## src/rtl/vram_writer_pkg.sv

```systemverilog
// rtl/vram_writer_pkg.sv - shared video package: resolution defaults, writer states, RGB444->RGB332 packing
package vram_writer_pkg;

  localparam int unsigned H_RES_DEF = 640;
  localparam int unsigned V_RES_DEF = 480;

  localparam int COL_W   = 10;
  localparam int ROW_W   = 9;
  localparam int COLOR_W = 12;

  // Field positions inside the packed {b[3:0], g[3:0], r[3:0]} colour word
  localparam int R_MSB = 3;
  localparam int R_LSB = 1;
  localparam int G_MSB = 7;
  localparam int G_LSB = 5;
  localparam int B_MSB = 11;
  localparam int B_LSB = 10;

  typedef enum logic [1:0] {
    ST_IDLE   = 2'd0,
    ST_FILL   = 2'd1,
    ST_FINISH = 2'd2
  } wr_state_e;

  typedef struct packed {
    logic [2:0] r;
    logic [2:0] g;
    logic [1:0] b;
  } rgb332_t;

  function automatic rgb332_t rgb444_to_332(input logic [COLOR_W-1:0] c);
    rgb332_t p;
    p.r = c[R_MSB:R_LSB];
    p.g = c[G_MSB:G_LSB];
    p.b = c[B_MSB:B_LSB];
    return p;
  endfunction

endpackage

```

## src/rtl/rect_scan.sv

```systemverilog
// rtl/rect_scan.sv - raster x/y counter over an inclusive rectangle with next-position and last flag
module rect_scan
  import vram_writer_pkg::*;
(
  input  logic             i_clk,
  input  logic             i_rst_n,
  input  logic             i_load,
  input  logic [COL_W-1:0] i_x0,
  input  logic [COL_W-1:0] i_x1,
  input  logic [ROW_W-1:0] i_y0,
  input  logic [ROW_W-1:0] i_y1,
  input  logic             i_step,
  output logic [COL_W-1:0] o_nx,
  output logic [ROW_W-1:0] o_ny,
  output logic             o_last
);

  logic [COL_W-1:0] r_x0;
  logic [COL_W-1:0] r_x1;
  logic [ROW_W-1:0] r_y1;
  logic [COL_W-1:0] r_x;
  logic [ROW_W-1:0] r_y;

  logic             w_row_end;
  logic             w_last;
  logic [COL_W-1:0] w_nx;
  logic [ROW_W-1:0] w_ny;

  assign w_row_end = (r_x == r_x1);
  assign w_last    = w_row_end && (r_y == r_y1);
  // The increments below are only consumed when not last, so x stays <= x1 and y <= y1
  assign w_nx      = w_row_end ? r_x0 : (r_x + 10'd1);
  assign w_ny      = w_row_end ? (r_y + 9'd1) : r_y;

  always_ff @(posedge i_clk or negedge i_rst_n) begin
    if (!i_rst_n) begin
      r_x0 <= '0;
      r_x1 <= '0;
      r_y1 <= '0;
      r_x  <= '0;
      r_y  <= '0;
    end else if (i_load) begin
      r_x0 <= i_x0;
      r_x1 <= i_x1;
      r_y1 <= i_y1;
      r_x  <= i_x0;
      r_y  <= i_y0;
    end else if (i_step && !w_last) begin
      r_x  <= w_nx;
      r_y  <= w_ny;
    end
  end

  assign o_nx   = w_nx;
  assign o_ny   = w_ny;
  assign o_last = w_last;

endmodule

```

## src/rtl/vram_writer.sv

```systemverilog
// rtl/vram_writer.sv - rectangle fill engine writing RGB332 pixels into VRAM one per clock
module vram_writer
  import vram_writer_pkg::*;
#(
  parameter int H_RES = H_RES_DEF,
  parameter int V_RES = V_RES_DEF
) (
  input  logic               vga_clk,
  input  logic               rst_n,
  input  logic               cmd_valid,
  output logic               cmd_ready,
  input  logic [COL_W-1:0]   cmd_x0,
  input  logic [COL_W-1:0]   cmd_x1,
  input  logic [ROW_W-1:0]   cmd_y0,
  input  logic [ROW_W-1:0]   cmd_y1,
  input  logic [COLOR_W-1:0] cmd_color,
  input  logic               abort,
  output logic               wr_en,
  output logic [ROW_W-1:0]   wr_row,
  output logic [COL_W-1:0]   wr_col,
  output logic [2:0]         wr_r,
  output logic [2:0]         wr_g,
  output logic [1:0]         wr_b,
  output logic               busy,
  output logic               done
);

  localparam logic [COL_W-1:0] X_MAX = COL_W'(H_RES - 1);
  localparam logic [ROW_W-1:0] Y_MAX = ROW_W'(V_RES - 1);
  localparam logic [COL_W:0]   X_LIM = (COL_W + 1)'(H_RES);
  localparam logic [ROW_W:0]   Y_LIM = (ROW_W + 1)'(V_RES);

  wr_state_e        r_state;
  logic             r_ready;
  logic             r_wr_en;
  logic [ROW_W-1:0] r_row;
  logic [COL_W-1:0] r_col;
  rgb332_t          r_rgb;
  logic             r_busy;
  logic             r_done;

  logic             w_accept;
  logic [COL_W-1:0] w_x1c;
  logic [ROW_W-1:0] w_y1c;
  logic             w_empty;
  rgb332_t          w_rgb;
  logic [COL_W-1:0] w_nx;
  logic [ROW_W-1:0] w_ny;
  logic             w_last;
  logic             w_step;

  assign w_accept = cmd_valid && r_ready;
  assign w_x1c    = (cmd_x1 > X_MAX) ? X_MAX : cmd_x1;
  assign w_y1c    = (cmd_y1 > Y_MAX) ? Y_MAX : cmd_y1;
  assign w_empty  = (cmd_x0 > w_x1c) || (cmd_y0 > w_y1c) ||
                    ({1'b0, cmd_x0} >= X_LIM) || ({1'b0, cmd_y0} >= Y_LIM);
  assign w_rgb    = rgb444_to_332(cmd_color);
  assign w_step   = (r_state == ST_FILL) && !abort;

  // The scanner tracks the pixel currently on the write port; its next position feeds the registers
  rect_scan u_scan (
    .i_clk   (vga_clk),
    .i_rst_n (rst_n),
    .i_load  (w_accept && !w_empty),
    .i_x0    (cmd_x0),
    .i_x1    (w_x1c),
    .i_y0    (cmd_y0),
    .i_y1    (w_y1c),
    .i_step  (w_step),
    .o_nx    (w_nx),
    .o_ny    (w_ny),
    .o_last  (w_last)
  );

  always_ff @(posedge vga_clk or negedge rst_n) begin
    if (!rst_n) begin
      r_state <= ST_IDLE;
      r_ready <= 1'b0;
      r_wr_en <= 1'b0;
      r_row   <= '0;
      r_col   <= '0;
      r_rgb   <= '0;
      r_busy  <= 1'b0;
      r_done  <= 1'b0;
    end else begin
      case (r_state)
        ST_IDLE: begin
          r_done <= 1'b0;
          if (w_accept) begin
            r_ready <= 1'b0;
            r_busy  <= 1'b1;
            if (w_empty) begin
              r_state <= ST_FINISH;
              r_done  <= 1'b1;
            end else begin
              r_state <= ST_FILL;
              r_wr_en <= 1'b1;
              r_row   <= cmd_y0;
              r_col   <= cmd_x0;
              r_rgb   <= w_rgb;
            end
          end else begin
            r_ready <= 1'b1;
          end
        end
        ST_FILL: begin
          // Abort is checked first so it wins over the final-pixel transition
          if (abort || w_last) begin
            r_state <= ST_FINISH;
            r_wr_en <= 1'b0;
            r_done  <= 1'b1;
          end else begin
            r_wr_en <= 1'b1;
            r_row   <= w_ny;
            r_col   <= w_nx;
          end
        end
        ST_FINISH: begin
          r_state <= ST_IDLE;
          r_done  <= 1'b0;
          r_busy  <= 1'b0;
          r_ready <= 1'b1;
        end
        default: begin
          r_state <= ST_IDLE;
          r_wr_en <= 1'b0;
          r_done  <= 1'b0;
          r_busy  <= 1'b0;
          r_ready <= 1'b0;
        end
      endcase
    end
  end

  assign cmd_ready = r_ready;
  assign wr_en     = r_wr_en;
  assign wr_row    = r_row;
  assign wr_col    = r_col;
  assign wr_r      = r_rgb.r;
  assign wr_g      = r_rgb.g;
  assign wr_b      = r_rgb.b;
  assign busy      = r_busy;
  assign done      = r_done;

endmodule

```

## config.mk

```make
export PLATFORM = sky130hd
export DESIGN_NAME = vram_writer
export DESIGN_NICKNAME = d
export VERILOG_FILES = /design/src/rtl/vram_writer_pkg.sv /design/src/rtl/rect_scan.sv /design/src/rtl/vram_writer.sv
export SDC_FILE = /design/constraint.sdc
export NUM_CORES = 1
export LEC_CHECK = 0
export ABC_AREA = 1
export CAP_MARGIN = 30
export CORE_UTILIZATION = 45
export DETAILED_ROUTE_END_ITERATION = 8
export GPL_TIMING_DRIVEN = 0
export HOLD_SLACK_MARGIN = 0.1
export PLACE_DENSITY = 0.75
export SLEW_MARGIN = 10
export SYNTH_ARGS = -nofsm -noshare
export SYNTH_HDL_FRONTEND = slang
export SYNTH_SLANG_ARGS = --single-unit
```

## constraint.sdc

```tcl
create_clock -name vga_clk -period 2.1 [get_ports vga_clk]
set_clock_uncertainty 0.15 [all_clocks]
set_input_delay 0.63 -clock vga_clk [delete_from_list [all_inputs] [get_ports vga_clk]]
set_output_delay 0.63 -clock vga_clk [all_outputs]
set_load 0.05 [all_outputs]
```

==> summary.txt <==
Mapped Cells - 710
Synth Area in Adders - 0.0515
DP HPWL - 11200 µm
nets@finish - 905
max_slew headroom - 0.598
Detailed Route WL - 16800 µm
commonest non-fill, non-tap cell in the layout - nand2_1
Post-Syn Nets - 785
status - finished with violations
Critical Path AT - 2.64 ns
Max Freq - 388 MHz
first-pass GRT wire length - 26300 µm
grt ovf - 0
max-slew violations - 0
setup TNS - -33.36 ns
CP max stage delay - 0.21 ns
worst-case hold slack - 0.103 ns
largest net degree at the start of global routing - 45
violated checks - setup timing
Post-Syn Area - 5100 µm²
number of synthesis warnings - 0
GRT Total Usage - 0.295
VDD IR-drop max - 0.829 mV
Skew-Pair Late Insertion Delay - 0.34 ns
Leak - 3.90 nW
CP delay by family, top - simple AND/OR/NAND/NOR gates
vias post-DR - 5353
period utilisation layout - 1.23
slowest CP cell - ha_4
post-DR wirelength/cell - 17.2 µm
RSZ-0062 raised after global routing - yes
io pins - 85
Final Cell Area - 7610 µm²
clk slew on worst S/H paths - 0.06 ns
WS Path Type - in2reg
Final Power - 9.62 mW
crit path cell chain - buf_8 -> o21ai_4 -> clkinv_4 -> nor2_4 -> ha_4 -> nand2_2 -> nand2_2 -> nand2_2 -> nand2_2 -> nand2_2 -> nand3_2 -> nand2_2 -> buf_6 -> nand4_4 -> buf_12 -> buf_8 -> nand3_4 -> nand3_2
critical path's most frequent cell - nand2_2
Post-Synth XOR/XNOR Area - 0.0343
DP Worst Slack - -1.33 ns
Setup Viol. Count Final - 79
post-synthesis simple-gate area fraction - 0.361
initial antenna violation count - 0
Worst Setup Start Kind - primary input
Crit path required time - 2.17 ns
Antenna diodes - 0
antenna violation net count after detailed routing - 0
Starting Density - 0.466
Placed Instances - 931
worst reg2reg setup slack - -0.16 ns
# hold bufs at CTS - 0
Int Power - 5.12 mW
#FFs+latches synth - 81
Starting DRT DRC Count - 475
fin crit period - 2.57 ns
sequential-to-total area share from yosys stat - 0.397
Pre-antenna DRT Iters - 5
via/cell ratio - 5.49
Compound-Gate Fraction of Synth Area - 0.0662
Hold Violations, Final - 0
Core Box Area - 10900 µm²
Core Util, Final - 0.696
vias in the first global route - 5092
maximum fanout along the worst path - 7
row count - 38
worst hold path type - in2async
die area - 11800 µm²
dpl cell area - 6210 µm²
commonest non-fill, non-tap cells in the layout - nand2_1 (216), dfrtp_1 (81), nand3_2 (61), inv_1 (58), dlygate4sd2_1 (55)
H-tree depth - 3
mux contribution to synthesized area - 0
Cell variety after synth - 33
Pwr Density - 1260 nW/µm²
critical path buffer and inverter count - 5
worst flop-to-flop path startpoint - u_scan.r_x[2]
share of layout cells above drive strength 1 - 0.296
Die H - 108 µm
drt drc - 0
largest family of logic cells by synthesized area - simple AND/OR/NAND/NOR gates
final worst slack - -0.474 ns
Layout area overhead - 49.3%
I/O Buffers - 80
Switching Share - 0.467
root buf cell - clkbuf_16
Worst Setup End Kind - register
Avg Cell Area, Syn - 7.18 µm²
clock sinks - 81
clock power share - 0.181
reg2reg end - wr_col[7]
Tightest Pin Transition - 0.603 ns
sequential share of power - 0.317
Net Sw Power - 4.50 mW
Worst Reg2Reg Path Length in Cells - 13
maxcap violations - 0
CTS max path bufs - 2
Num CTS Buffers - 9
Gate power share - 0.502
Post-Layout Cell Count - 975
Chip Width - 108 µm
Final Wtd Congestion - 0.909
CTS tree - yes
[cells in the mapped netlist]
cell type | instances | area, µm²
ha_1 | 21 | 263
nand4_2 | 1 | 12.5
and2_4 | 1 | 8.76
nand2_1 | 256 | 961
inv_1 | 62 | 233
nand2_4 | 1 | 11.3
buf_4 | 6 | 45.0
nor2_4 | 3 | 33.8
o21ai_1 | 12 | 60.1
nand2_2 | 3 | 18.8
a21oi_1 | 6 | 30.0
a21boi_4 | 1 | 18.8
nor3_1 | 2 | 10.0
inv_2 | 9 | 33.8
o21a_1 | 1 | 7.51
nor2_8 | 1 | 20.0
nor2_2 | 2 | 12.5
buf_2 | 10 | 50.1
nand4_1 | 21 | 131
xnor2_1 | 5 | 43.8
nor2_1 | 46 | 173
nand3b_1 | 1 | 7.51
dfrtp_1 | 81 | 2030
nand3_2 | 1 | 10.0
a41oi_1 | 1 | 8.76
clkbuf_1 | 11 | 41.3
xor2_1 | 15 | 131
nand3_4 | 1 | 17.5
o21ai_0 | 41 | 205
buf_6 | 5 | 56.3
or2_1 | 1 | 6.26
nand3_1 | 81 | 405
o21bai_1 | 1 | 7.51
[registers in the layout (all words and copies together), names as in the netlist, 3 cells and up]
name         count
u_scan.r_y       9
u_scan.r_x1     10
wr_g             3
wr_row           9
u_scan.r_x0     10
wr_r             3
u_scan.r_x      10
u_scan.r_y1      9
wr_col          10
[power by group through the flow]
stage	clock [mW]	combinational, mW	sequential [mW]
floorplan	0	2.11	3.76
global placement	0	4.19	2.91
detailed placement	0	4.30	2.93
CTS	1.76	4.53	2.96
global route	1.83	5.24	3.14
finish	1.74	4.83	3.05
[worst register-to-register path, delay by kind of cell, from the launching register on]
family	cells	cell delay [ns]
AOI/OAI and AO/OA	1	0.34
buffers and inverters	2	0.30
DFF	1	0.51
and+or+nand+nor	10	0.91
[area by class of cell]
type,instances,area [µm²]
buffer,32,318
clock buffer,10,239
clock inverter,6,90.1
fill,903,3320
inverter,71,277
multi-input combinational,526,3370
sequential,81,2030
tap,140,175
timing repair buffer,109,1120
[logic make-up (layout without fill, tap and decap cells)]
logic type	Yosys count	count (layout)
AO/OA/AOI/OAI	63	63
XOR/XNOR	20	20
adder cells (fa/ha/maj)	21	21
buffers and inverters	103	228
flip-flops	81	81
AND/OR/NAND/NOR	422	422
[layer usage]
metal	wire length, µm	GRT usage	up-vias
li1	-	-	2522
met1	7050	0.398	2545
met2	8220	0.483	255
met3	1160	0.0398	31
met4	349	0.103	0
met5	0	0	-
[worst max path at each step]
stage | start | slack [ns] | end | cells after the start
after floorplan | cmd_x1[8] | -0.37 | wr_col[0] | 17
after global placement | rst_n | -2.67 | u_scan.r_y1[4] | 1
after detailed placement | cmd_x1[8] | -1.33 | u_scan.r_x[5] | 13
after CTS | cmd_y1[6] | -0.38 | wr_col[8] | 18
after global routing | cmd_x1[8] | -0.54 | u_scan.r_x[6] | 18
final | cmd_x1[8] | -0.47 | u_scan.r_x[6] | 18
[repair_timing]
item                                    in CTS  in global routing
endpoints found under the setup margin     110                 79
gates resized for setup                    234                 73
pin swaps                                   42                 35
endpoints found under the hold margin        0                  0
gates cloned                                 7                  0
setup buffers                               21                  1
(Power assumes the default switching activity.)
